===== config.mk =====
export PLATFORM = sky130hd
export DESIGN_NAME = vga_timing_monitor
export DESIGN_NICKNAME = d
export VERILOG_FILES = /design/src/rtl/vga_pkg.sv /design/src/rtl/vga_crc24_step.sv /design/src/rtl/vga_timing_monitor.sv
export SDC_FILE = /design/constraint.sdc
export NUM_CORES = 1
export LEC_CHECK = 0
export ABC_AREA = 1
export BUFFER_PORTS_ARGS = -buffer_cell sky130_fd_sc_hd__clkbuf_2
export CAP_MARGIN = 30
export CORE_MARGIN = 2
export CORE_UTILIZATION = 50
export CTS_BUF_LIST = sky130_fd_sc_hd__clkbuf_16
export DETAILED_ROUTE_END_ITERATION = 6
export PLACE_DENSITY = 0.87
export SLEW_MARGIN = 20
export SYNTH_ARGS = -nofsm -noshare
export SYNTH_HDL_FRONTEND = slang
export SYNTH_SLANG_ARGS = --single-unit
export TNS_END_PERCENT = 1

===== constraint.sdc =====
create_clock -name clk -period 2.63 [get_ports clk]
set_input_delay 0.3945 -clock clk [delete_from_list [all_inputs] [get_ports clk]]
set_output_delay 0.3945 -clock clk [all_outputs]
set_load 0.02 [all_outputs]

===== src/rtl/vga_pkg.sv =====
// vga_pkg: 640x480 timing constants, coordinate width and monitor state shared by the VGA timing monitor
package vga_pkg;
  localparam int H_TOTAL = 800;
  localparam int V_TOTAL = 525;
  localparam int H_ACTIVE = 640;
  localparam int V_ACTIVE = 480;
  localparam int COORD_W = 11;
  localparam logic [15:0] CRC_POLY = 16'h1021;
  typedef enum logic [1:0] {SEARCH, MEASURE, LOCKED} mon_state_e;
endpackage


===== src/rtl/vga_crc24_step.sv =====
// vga_crc24_step: combinational CRC-16-CCITT update folding 24 data bits, MSB (red) first
module vga_crc24_step
  import vga_pkg::*;
(
  input  logic [15:0] crc_in,
  input  logic [23:0] data,
  output logic [15:0] crc_out
);
  always_comb begin
    crc_out = crc_in;
    for (int i = 23; i >= 0; i--)
      crc_out = {crc_out[14:0], 1'b0} ^ ((crc_out[15] ^ data[i]) ? CRC_POLY : 16'h0);
  end
endmodule


===== src/rtl/vga_timing_monitor.sv =====
// vga_timing_monitor: recovers VGA active-pixel coordinates, checks line/frame timing for lock and samples a probe pixel
// Defining VGA_MONITOR_CRC_EN adds frame_crc, a CRC-16-CCITT over each frame's active rgb bytes.
module vga_timing_monitor
  import vga_pkg::*;
#(
  parameter int H_TOTAL = vga_pkg::H_TOTAL,
  parameter int V_TOTAL = vga_pkg::V_TOTAL,
  parameter int LOCK_FRAMES = 2
) (
  input  logic               clk,
  input  logic               rst,
  input  logic               hsync,
  input  logic               vsync,
  input  logic               blank,
  input  logic [23:0]        rgb,
  input  logic [COORD_W-1:0] probex,
  input  logic [COORD_W-1:0] probey,
  output logic [COORD_W-1:0] pixelx,
  output logic [COORD_W-1:0] pixely,
  output logic [COORD_W-1:0] line_len,
  output logic [COORD_W-1:0] frame_lines,
  output logic               locked,
  output logic               sync_err,
  output logic [23:0]        probe_color,
  output logic               probe_valid
`ifdef VGA_MONITOR_CRC_EN
  ,
  output logic [15:0]        frame_crc
`endif
);
  localparam logic [COORD_W-1:0] CMAX = '1;
  logic hs_q, vs_q, blank_q, hs_d, vs_d;
  logic [23:0] rgb_q;
  logic [COORD_W-1:0] hcnt, vcnt, sx, sy, lines_now;
  logic act, line_bad, hs_fall, vs_fall, hs_bad, frame_good, wdog, match;
  logic [7:0] good_cnt;
  mon_state_e state;

  always_comb begin
    hs_fall = hs_d & ~hs_q;
    vs_fall = vs_d & ~vs_q;
    hs_bad = hs_fall && hcnt != COORD_W'(H_TOTAL);
    lines_now = vcnt + COORD_W'(hs_fall);
    frame_good = !line_bad && !hs_bad && lines_now == COORD_W'(V_TOTAL);
    wdog = hcnt == CMAX;
    match = blank_q && pixelx == sx && pixely == sy;
  end

  // act remembers whether the current line has shown any active pixel, for pixely
  always_ff @(posedge clk or negedge rst) begin
    if (!rst) begin
      {hs_q, vs_q, blank_q, hs_d, vs_d, act, line_bad, probe_valid} <= '0;
      rgb_q <= '0;
      probe_color <= '0;
      {hcnt, vcnt, sx, sy, pixelx, pixely, line_len, frame_lines} <= '0;
    end else begin
      {hs_q, vs_q, blank_q, rgb_q} <= {hsync, vsync, blank, rgb};
      {hs_d, vs_d} <= {hs_q, vs_q};
      hcnt <= hs_fall ? COORD_W'(1) : wdog ? hcnt : hcnt + 1'b1;
      if (hs_fall) line_len <= hcnt;
      vcnt <= vs_fall ? '0 : lines_now;
      if (vs_fall) {frame_lines, sx, sy} <= {lines_now, probex, probey};
      pixelx <= hs_fall ? '0 : pixelx + COORD_W'(blank_q);
      act <= !hs_fall && (act || blank_q);
      pixely <= vs_fall ? '0 : pixely + COORD_W'(hs_fall && (act || blank_q));
      line_bad <= !vs_fall && (line_bad || (hs_bad && state != SEARCH));
      probe_valid <= match;
      if (match) probe_color <= rgb_q;
    end
  end

  always_ff @(posedge clk or negedge rst) begin
    if (!rst) begin
      state <= SEARCH;
      good_cnt <= '0;
      locked <= 1'b0;
      sync_err <= 1'b0;
    end else begin
      sync_err <= 1'b0;
      case (state)
        SEARCH: if (vs_fall) begin
          state <= MEASURE;
          good_cnt <= '0;
        end
        MEASURE: if (wdog) state <= SEARCH;
          else if (vs_fall) begin
            if (!frame_good) good_cnt <= '0;
            else if (good_cnt + 8'd1 >= 8'(LOCK_FRAMES)) begin
              state <= LOCKED;
              locked <= 1'b1;
            end else good_cnt <= good_cnt + 8'd1;
          end
        LOCKED: if (wdog || hs_bad || (vs_fall && !frame_good)) begin
          state <= SEARCH;
          locked <= 1'b0;
          sync_err <= 1'b1;
        end
        default: begin
          state <= SEARCH;
          locked <= 1'b0;
        end
      endcase
    end
  end

`ifdef VGA_MONITOR_CRC_EN
  logic [15:0] crc_acc, crc_nxt;

  vga_crc24_step u_crc (
    .crc_in (crc_acc),
    .data   (rgb_q),
    .crc_out(crc_nxt)
  );

  always_ff @(posedge clk or negedge rst) begin
    if (!rst) begin
      crc_acc <= 16'hFFFF;
      frame_crc <= '0;
    end else if (vs_fall) begin
      frame_crc <= crc_acc;
      crc_acc <= 16'hFFFF;
    end else if (blank_q) crc_acc <= crc_nxt;
  end
`endif
endmodule


==> impl_metrics.csv <==
group,metric,value,unit
routing,dr_total_vias,5504,
yosys,synth_warnings,0,
pwr,p_sw_frac,0.276,
pwr,p_int,4100,uW
routing,routedWlPerCell,15.1,um
sta,finalClockSkew,0.00853,ns
global_routing,met1_usage,0.291,
floorplan,rows,41,
routing,first_iter_violations,471,
cts,cts_root_buf,"clkbuf_16",
yosys,synth_seq_cells,156,
pwr,p_clk_frac,0.404,
finish,design_area,8000,um^2
cts,cts_tree,"built",
finish,area_delta_synth_final,21.5,%
floorplan,die-width,119,um
global_routing,grtUsageMet2,0.371,
global_routing,gr-total-overflow,0,
sta,fmax,0.426,GHz
min_path,worst_hold_path.endpoint,"rgb_q[3]$_DFF_PN0_",
setup_path,endpoint_kind,"flop",
floorplan,die_height,119,um
yosys,ys.flop_type,"dfrtp_1",
min_path,hp-class,"input port to flop",
floorplan,coreArea,12700,um^2
setup_path,worstSetupPathType,"flop to flop",
setup_path,start_kind,"flop",
sta,hold_ws,0.0741,ns
setup_path,worstPathArrival,2.65,ns
pwr,leakage,0.00417,uW
cts,htree_levels,4,
setup_path,r2r-end,"pixely[10]$_DFF_PN0_",
routing,firstDrtPassIters,5,
routing,ant_nets,0,
global_routing,antenna_found_initial,0,
global_routing,grt_pass1_vias,5382,
pwr,p_switching,1560,uW
placement,dp_slack,0.323,ns
status,status,"finished clean",
floorplan,die_area,14100,um^2
cts,clockBufferDepth,2,
job,cap_violations,0,
global_routing,grt_pass1_wl,25.7,mm
floorplan,io_pins,122,
yosys,syn_area,6590,um^2
global_routing,grtUsageTotal,0.230,
finish,fill_cells,1027,
yosys,netlist_instances,738,
finish,layout.nets,931,
sta,min_period_over_period,0.892,
yosys,syn-num-nets,799,
setup_path,critPathMaxStageDelay,0.38,ns
yosys,postSynth.asyncResetShare,1.00,
setup_path,path_common_cell,"nand2_1",
global_routing,grt_max_degree,65,
routing,via_per_inst,5.22,
placement,place_congestion,0.826,
sta,worst_slack,0.285,ns
sta,fin_crit,2.35,ns
pwr,power.density,707,nW/um^2
setup_path,worstReg2RegStart,"hs_q$_DFF_PN0_",
min_path,min-delay-start,"rgb[3]",
cts,cts.sinks,156,
finish,multi_input_area,2310,um^2
finish,regArea,3900,um^2
finish,drive_gt1_frac,0.219,
finish,fin_util,0.629,
cts,clk_latency,0.42,ns
pwr,ir_drop,0.000510,V
global_routing,use_met3,0.0516,
yosys,avgSynthCellArea,8.93,um^2
sta,maxSlewViolCount,0,
yosys,synth_edf_count,0,
floorplan,start_util,0.518,
setup_path,crit_fanout,3,
sta,setup_viol,0,
yosys,yosysSeqAreaShare,0.593,
placement,place_hpwl,10.4,mm
sta,relSlewSlack,0.603,
setup_path,cp_cell_sequence,"inv_1, nand2_1, a21oi_1, ha_1, ha_1, nand2_1, nor2_1, inv_1, nor2_1, nand3_1, nor3_2, nand3_1, nand2_1, a21oi_1",
pwr,seq_power_share,0.480,
routing,wirelength,15.9,mm
pwr,report.power.total,5660,uW
cts,clkTransAtPathRegs,0.06,ns
setup_path,cp_slowest_cell,"dfrtp_1",
cts,cts_buffers,17,
finish,n_antenna_cell,0,
routing,drc,0,
placement,place_area,7440,um^2
pwr,power_frac_comb,0.116,
sta,finalHoldViolations,0,
sta,tightestPinTransition,0.595,ns
setup_path,rrSetupSlack,0.28,ns
yosys,ys_types,40,
setup_path,r2r_cells,14,
placement,port_buffers,121,
setup_path,cp_data_required_time,2.93,ns
global_routing,grt-busiest-layer,"met2",
min_path,holdPathStages,1,
layer usage:
metal | up-vias | part of all wire
met5 | - | 0
met4 | 0 | 0.044
met3 | 54 | 0.059
met2 | 233 | 0.48
met1 | 2624 | 0.41
li1 | 2593 | -
cell usage after synthesis, types with 2 or more instances:
cell type / n / share of area
nor3_1: 18 / 0.014
nand3_2: 2 / 0.0030
clkbuf_1: 14 / 0.0080
xnor2_1: 4 / 0.0053
nand3_1: 26 / 0.020
nand2_2: 7 / 0.0066
o22ai_1: 3 / 0.0028
inv_1: 76 / 0.043
nand2_1: 239 / 0.14
a31oi_1: 2 / 0.0019
ha_1: 10 / 0.019
buf_4: 2 / 0.0023
dfrtp_1: 156 / 0.59
a21oi_1: 25 / 0.019
o21ai_1: 5 / 0.0038
nand4_1: 5 / 0.0047
nor2_1: 54 / 0.031
nor4_1: 2 / 0.0019
nor2_2: 11 / 0.010
o21ai_0: 42 / 0.032
nor2_4: 5 / 0.0085
clkinv_1: 3 / 0.0017
inv_2: 3 / 0.0017
xor2_1: 8 / 0.011
how the worst max path moves through the flow:
stage / startpoint / endpoint / slack [ns] / cells after the start
4_1_cts: hs_q$_DFF_PN0_ / pixely[10]$_DFF_PN0_ / 0.24 / 14
3_3_place_gp: hs_d$_DFF_PN0_ / good_cnt[6]$_DFFE_PN0P_ / 0.40 / 17
3_5_place_dp: hs_q$_DFF_PN0_ / good_cnt[7]$_DFFE_PN0P_ / 0.32 / 18
5_1_grt: hs_q$_DFF_PN0_ / pixely[10]$_DFF_PN0_ / -0.02 / 13
6_report: hs_q$_DFF_PN0_ / pixely[10]$_DFF_PN0_ / 0.28 / 14
2_1_floorplan: hs_q$_DFF_PN0_ / good_cnt[5]$_DFFE_PN0P_ / 0.16 / 19
final cells by class:
type                    count  share of cell area
clock inverters            15              0.0158
flip-flops and latches    156               0.488
repair buffers            130              0.0883
clock buffers              17              0.0532
multi-input cells         482               0.289
inverters                  83              0.0392
well taps                 172              0.0269
sequential cells by signal (all words and copies together), names as in the netlist, 2 cells and up:
| name | count |
|---|---|
| sx | 11 |
| hcnt | 11 |
| probe_color | 24 |
| frame_lines | 11 |
| good_cnt | 8 |
| vcnt | 11 |
| state | 2 |
| pixelx | 11 |
| line_len | 11 |
| sy | 11 |
| rgb_q | 24 |
| pixely | 11 |
what timing repair did:
item,CTS,global route
setup endpoints to repair,0,1
resized for setup,0,1
hold endpoints to repair,62,0
hold buffers,1,0
buffers inserted,0,0
power groups by stage:
stage          clock network (uW)  registers (uW)  logic (uW)
6_report                     2280            2720         658
2_1_floorplan                   0            2800         322
3_3_place_gp                    0            2750         621
4_1_cts                      2300            2710         661
3_5_place_dp                    0            2750         637
5_1_grt                      2420            2740         735
cells by family after synthesis:
logic type | count (synthesis) | share of synthesized area
xor gates and xnor gates | 12 | 0.0160
buffers and inverters | 100 | 0.0585
and+or+nand+nor | 374 | 0.243
adders and majority gates | 10 | 0.0190
AOI/OAI and AO/OA | 86 | 0.0705
DFF | 156 | 0.593
metrics by stage:
step / cells / TNS [ns]
2_1_floorplan: 738 / 0
3_3_place_gp: 1022 / 0
3_5_place_dp: 1022 / 0
4_1_cts: 1055 / 0
5_1_grt: 1055 / -0.0209
6_report: 1055 / 0
worst max-delay path: cells and delay by family, from the launching register on:
kind / cells / cell delay (ns)
compound gates: 2 / 0.24
fa+ha+maj: 2 / 0.48
buf+inv: 2 / 0.12
flops: 1 / 0.38
simple gates: 8 / 1.01
layout by cell type (no fill, tap or decap), types with 2 or more instances in the layout:
master	count
o22ai_1	3
clkinvlp_4	3
xnor2_1	4
nor2_1	53
nor2_2	11
o21ai_1	5
nand3_1	26
clkinv_1	5
a31oi_1	2
inv_2	3
ha_1	10
xor2_1	8
nand2_2	7
clkinv_4	5
buf_4	6
a21oi_1	25
nor4_1	2
nand3_2	2
nand4_1	5
nand2_1	239
nor2_4	6
nor3_1	17
clkbuf_2	120
o21ai_0	42
inv_1	77
buf_12	2
clkbuf_16	17
dfrtp_1	156
clkinv_2	2
Note: power is estimated with default switching activity, not from simulation.
